### src/rtl/toggle_bank.sv
// toggle_bank: WIDTH independent toggle channels with force/lock/load controls,
// tick-driven auto-clear, registered edge pulses, saturating rise count and popcount.
module toggle_chan #(
    parameter int AGE_W = 4
) (
    input  logic             clk,
    input  logic             reset,
    input  logic             en,
    input  logic             t,
    input  logic             set,
    input  logic             clr,
    input  logic             lock,
    input  logic             load,
    input  logic             load_bit,
    input  logic             tick,
    input  logic [AGE_W-1:0] timeout,
    output logic             q,
    output logic             q_nxt
);
    logic [AGE_W-1:0] age, age_nxt;
    logic             expire;

    // age counts ticks already spent high; expiring when it reaches timeout-1
    // keeps the bit high for exactly timeout ticks
    assign expire = (timeout != '0) && tick && q && (age == timeout - AGE_W'(1));

    always_comb begin
        q_nxt   = q;
        age_nxt = age;
        if (load) begin
            q_nxt   = load_bit;
            age_nxt = '0;
        end else if (en && !lock) begin
            if (clr)         q_nxt = 1'b0;
            else if (set)    q_nxt = 1'b1;
            else if (t)      q_nxt = ~q;
            else if (expire) q_nxt = 1'b0;

            if (!q_nxt || set || t)
                age_nxt = '0;
            else if (tick && (age != '1))
                age_nxt = age + AGE_W'(1);
        end
    end

    always_ff @(posedge clk or posedge reset) begin
        if (reset) begin
            q   <= 1'b0;
            age <= '0;
        end else begin
            q   <= q_nxt;
            age <= age_nxt;
        end
    end
endmodule

module toggle_bank #(
    parameter int WIDTH = 8,
    parameter int CNT_W = 8,
    parameter int AGE_W = 4
) (
    input  logic                       clk,
    input  logic                       reset,
    input  logic                       en,
    input  logic [WIDTH-1:0]           t,
    input  logic [WIDTH-1:0]           set,
    input  logic [WIDTH-1:0]           clr,
    input  logic [WIDTH-1:0]           lock,
    input  logic                       load,
    input  logic [WIDTH-1:0]           load_data,
    input  logic                       tick,
    input  logic [AGE_W-1:0]           timeout,
    input  logic                       cnt_clr,
    output logic [WIDTH-1:0]           q,
    output logic [WIDTH-1:0]           rise,
    output logic [WIDTH-1:0]           fall,
    output logic [CNT_W-1:0]           rise_cnt,
    output logic [$clog2(WIDTH+1)-1:0] ones
);
    localparam int ONES_W = $clog2(WIDTH+1);
    localparam int SUM_W  = ((CNT_W > ONES_W) ? CNT_W : ONES_W) + 1;

    function automatic logic [ONES_W-1:0] popcnt(input logic [WIDTH-1:0] v);
        logic [ONES_W-1:0] c;
        c = '0;
        for (int i = 0; i < WIDTH; i++) c = c + ONES_W'(v[i]);
        return c;
    endfunction

    logic [WIDTH-1:0]  q_nxt;
    logic [ONES_W-1:0] n_rise;
    logic [SUM_W-1:0]  cnt_sum;
    logic [CNT_W-1:0]  cnt_nxt;

    for (genvar i = 0; i < WIDTH; i++) begin : g_chan
        toggle_chan #(.AGE_W(AGE_W)) u_chan (
            .clk     (clk),
            .reset   (reset),
            .en      (en),
            .t       (t[i]),
            .set     (set[i]),
            .clr     (clr[i]),
            .lock    (lock[i]),
            .load    (load),
            .load_bit(load_data[i]),
            .tick    (tick),
            .timeout (timeout),
            .q       (q[i]),
            .q_nxt   (q_nxt[i])
        );
    end

    // several channels can rise on one edge, so add the count, not a single step
    assign n_rise  = popcnt(q_nxt & ~q);
    assign cnt_sum = SUM_W'(rise_cnt) + SUM_W'(n_rise);
    assign cnt_nxt = (cnt_sum > SUM_W'({CNT_W{1'b1}})) ? '1 : cnt_sum[CNT_W-1:0];

    always_ff @(posedge clk or posedge reset) begin
        if (reset) begin
            rise     <= '0;
            fall     <= '0;
            rise_cnt <= '0;
            ones     <= '0;
        end else begin
            rise     <= q_nxt & ~q;
            fall     <= ~q_nxt & q;
            ones     <= popcnt(q);
            rise_cnt <= cnt_clr ? '0 : cnt_nxt;
        end
    end
endmodule

### config.mk
export PLATFORM = sky130hd
export DESIGN_NAME = toggle_bank
export DESIGN_NICKNAME = d
export VERILOG_FILES = /design/src/rtl/toggle_bank.sv
export SDC_FILE = /design/constraint.sdc
export NUM_CORES = 1
export LEC_CHECK = 0
export CORE_MARGIN = 2
export CORE_UTILIZATION = 51
export DETAILED_ROUTE_END_ITERATION = 7
export PLACE_DENSITY_LB_ADDON = 0.2
export SYNTH_ARGS = -nofsm -noshare
export SYNTH_HDL_FRONTEND = slang
export SYNTH_HIERARCHICAL = 1
export SYNTH_SLANG_ARGS = --single-unit
export TNS_END_PERCENT = 5
### constraint.sdc
create_clock -name clk -period 8.8 [get_ports clk]
set_input_delay 2.64 -clock clk [delete_from_list [all_inputs] [get_ports clk]]
set_output_delay 2.64 -clock clk [all_outputs]
set_load 0.01 [all_outputs]
==> flow_summary_export.csv <==
group,metric,value,unit
status,outcome,"completed",
sta,rsz0062_at_grt,"false",
power,p_comb_share,32.5,%
sta,worst_pin_slew,0.797,ns
power,p_sw_share,32.3,%
grt,grt_pass1_vias,4451,
layout,syn_to_final_growth,24.8,%
sta,relSlewSlack,46.9,%
routing,dr.pass1.iters,4,
setup_path,critPathMaxFanout,13,
sta,maxSlewViolCount,0,
clocking,cts_buffer_depth,2,
setup_path,endpoint_kind,"register",
clocking,postCtsSetupBuffers,0,
routing,ant_nets,0,
floorplanning,dieWidth,104,µm
clocking,ctsResizeCount,0,
layout,multiInputGateArea,3070,µm²
setup_path,crit_type,"input port to register",
synth,syn-cell-area,5070,µm²
layout,final_common_cell,"clkdlybuf4s50_1",
grt,grt_max_degree,49,
clocking,h-tree-depth,3,
layout,layout.nets,755,
run,cap_violations,0,
floorplanning,ios,86,
routing,via_count,4539,
sta,final.setup.tns,0,ns
grt,grt_pass1_wl,21400,µm
power,powerDensity,152,nW/µm²
routing,drc,0,
clocking,cts_sinks,68,
routing,drt-wirelength-per-cell,16.2,µm
worst_hold_path,hold_path_class,"register to register",
worst_hold_path,hold-path-endpoint,"rise_cnt[7]",
sta,setup_viol,0,
setup_path,critPathRequiredTime,9.08,ns
power,p_leak,2.71,nW
sta,hold_violations,0,
clocking,path_clk_slew,0.08,ns
setup_path,cp.arrival,8.22,ns
setup_path,path_delay_family,"adder cells",
grt,antenna_found_initial,0,
synth,async_reset_ff_share,100,%
setup_path,path_buf_inv,4,
floorplanning,num_rows,36,
setup_path,regToRegStartpoint,"g_chan[0].u_chan/age[0]",
routing,vias_per_cell,5.67,
setup_path,r2r_slack,3.95,ns
placement,dp_slack,0.500,ns
synth,synth_nets,660,
setup_path,ff2ff_path_depth,17,
placement,dp_hpwl,10000,µm
layout,seqCellArea,1700,µm²
floorplanning,dieArea,10800,µm²
floorplanning,coreArea,9730,µm²
placement,io_buffers,85,
clocking,cts_tree,"built",
worst_hold_path,hold_path_depth,2,
synth,synth_edf_count,0,
power,ir_drop,83.3,µV
synth,yosys_most_used_dff,"dfrtp_1",
synth,synth_cell_type_count,34,
grt,grt_overflow,0,
synth,avgSynthCellArea,8.93,µm²
floorplanning,initial_core_util,52.1,%
clocking,ctsHoldBuffers,0,
layout,diodes,0,
power,p_clk_share,30.1,%
setup_path,startpoint_type,"input port",
clocking,cts_made_buffers,9,
setup_path,crit_top_cell,"fa_1",
setup_path,critPathMaxStageDelay,0.85,ns
floorplanning,die_h,104,µm
layout,layout_common_cells,"clkdlybuf4s50_1 (84), inv_1 (70), dfrtp_1 (68)",
power,p_int,0.650,mW
sta,post-route-period-util,90.2,%
synth,synth-seq-cells,68,
synth,synth_top_area_share,33.6,%
sta,layout_setup_ws,0.860,ns
setup_path,reg2reg_to,"rise_cnt[6]",
sta,finClkSkew,0.0143,ns
placement,gp_congestion,0.895,
power,p_switching,0.310,mW
grt,grt_usage,24.7,%
worst_hold_path,hp-start,"rise_cnt[7]",
routing,wl,13000,µm
synth,yosysTopAreaCell,"dfrtp_1",
clocking,insertion_delay,0.36,ns
setup_path,crit_chain,"clkdlybuf4s50_1 -> inv_1 -> ha_1 -> xnor2_1 -> a211oi_1 -> nand4_1 -> a211oi_1 -> o41ai_1 -> nor2b_1 -> fa_1 -> inv_1 -> fa_1 -> fa_1 -> fa_1 -> inv_1 -> fa_1 -> nand3_1 -> nand2_1 -> and4bb_1 -> nor3_1",
clocking,root_buffer,"clkbuf_8",
routing,drt-initial-drc-count,208,
setup_path,crit_slowest_cell,"clkdlybuf4s50_1",
synth,ys_warn_count,6,
sta,min_period,7.94,ns
layout,fill_cells,800,
synth,ys_seq_area_share,33.6,%
synth,synth_area_leaders,"dfrtp_1 (34%), ha_1 (8.1%), xnor2_1 (5.9%), inv_1 (5.2%), nand2b_1 (4.3%)",
power,seq_power_share,37.4,%
layout,drive_above_1_share,6.44,%
sta,fmax,126,MHz
synth,syn_inst,568,
## worst reg2reg max path, cell delays in order, from the launching register on
cell      delay (ns)
dfrtp_1         0.46
xnor2_1         0.16
a211oi_1        0.33
nand4_1         0.21
a211oi_1        0.28
o41ai_1         0.13
nor2b_1         0.22
fa_1            0.50
inv_1           0.06
fa_1            0.50
fa_1            0.59
fa_1            0.21
inv_1           0.06
fa_1            0.41
nand3_1         0.13
nand2_1         0.15
and4bb_1        0.23
nor3_1          0.16
## cells in the mapped netlist (9+ instances only)
cell	number
nor3_1	11
nand2_1	56
a31oi_1	17
or4_1	16
fa_1	9
o211ai_1	16
nor2_1	31
xnor2_1	34
nor2b_1	32
nand2b_1	35
a21oi_1	15
nand4_1	24
dfrtp_1	68
a211oi_1	17
xor2_1	17
ha_1	33
inv_1	70
o22ai_1	9
## power groups by stage
| stage | Combinational (mW) | Sequential (mW) | Clock [mW] |
|---|---|---|---|
| after CTS | 0.315 | 0.359 | 0.296 |
| final | 0.312 | 0.359 | 0.289 |
| after global placement | 0.299 | 0.365 | 0 |
| after floorplan | 0.167 | 0.371 | 0 |
| after detailed placement | 0.314 | 0.365 | 0 |
| after global routing | 0.349 | 0.362 | 0.310 |
## flip-flops by register name, indices dropped and copies added (netlist names)
signal and flops:
rise 8, g_chan.u_chan/age 32, fall 8, ones 4, rise_cnt 8, g_chan.u_chan/q 8
## metal layers
layer / GRT usage [%] / vias to the layer above / wire (µm)
met1: 31.4 / 2228 / 5700
met2: 41.2 / 103 / 6320
met5: 0 / - / 0
met3: 4.41 / 25 / 585
met4: 10.9 / 0 / 367
li1: - / 2183 / -
## cell type report
class	count	area share [%]
multi-input cells	421	48.6
flip-flops and latches	68	26.9
repair buffers	93	14.3
inverters	70	4.15
well taps	133	2.63
clock buffers	10	2.02
clock inverters	6	1.40
## worst max path at each step
stage	startpoint	to	slack, ns	depth (start not counted)
after floorplan	timeout[0]	rise_cnt[6]	1.97	19
after global placement	timeout[0]	rise_cnt[6]	0.75	20
after detailed placement	timeout[0]	rise_cnt[6]	0.50	20
after CTS	timeout[0]	rise_cnt[6]	0.89	20
after global routing	timeout[0]	rise_cnt[4]	0.47	20
final	timeout[0]	rise_cnt[6]	0.86	20
## per-stage QoR
| stage | hold WS (ns) | utilization (%) | area (µm²) | instances | power, mW |
|---|---|---|---|---|---|
| global placement | 0.566 | 62.8 | 6110 | 785 | 0.665 |
| finish | 0.589 | 65.0 | 6320 | 801 | 0.960 |
| floorplan | 0.538 | - | 5070 | 568 | 0.538 |
| CTS | 0.592 | 65.0 | 6320 | 801 | 0.970 |
| global route | 0.607 | 65.0 | 6320 | 801 | 1.02 |
| detailed placement | 0.577 | 62.8 | 6110 | 785 | 0.679 |
## cells by family (layout without fill, tap and decap cells)
kind of cell             after synthesis  in the layout  synth area share (%)
AO/OA/AOI/OAI                        104            104                  15.1
XOR/XNOR                              51             51                  8.81
buffers and inverters                 79            179                  5.85
adder cells (fa/ha/maj)               42             42                  11.7
flip-flops                            68             68                  33.6
AND/OR/NAND/NOR                      224            224                  25.0
(Power assumes the default switching activity.)
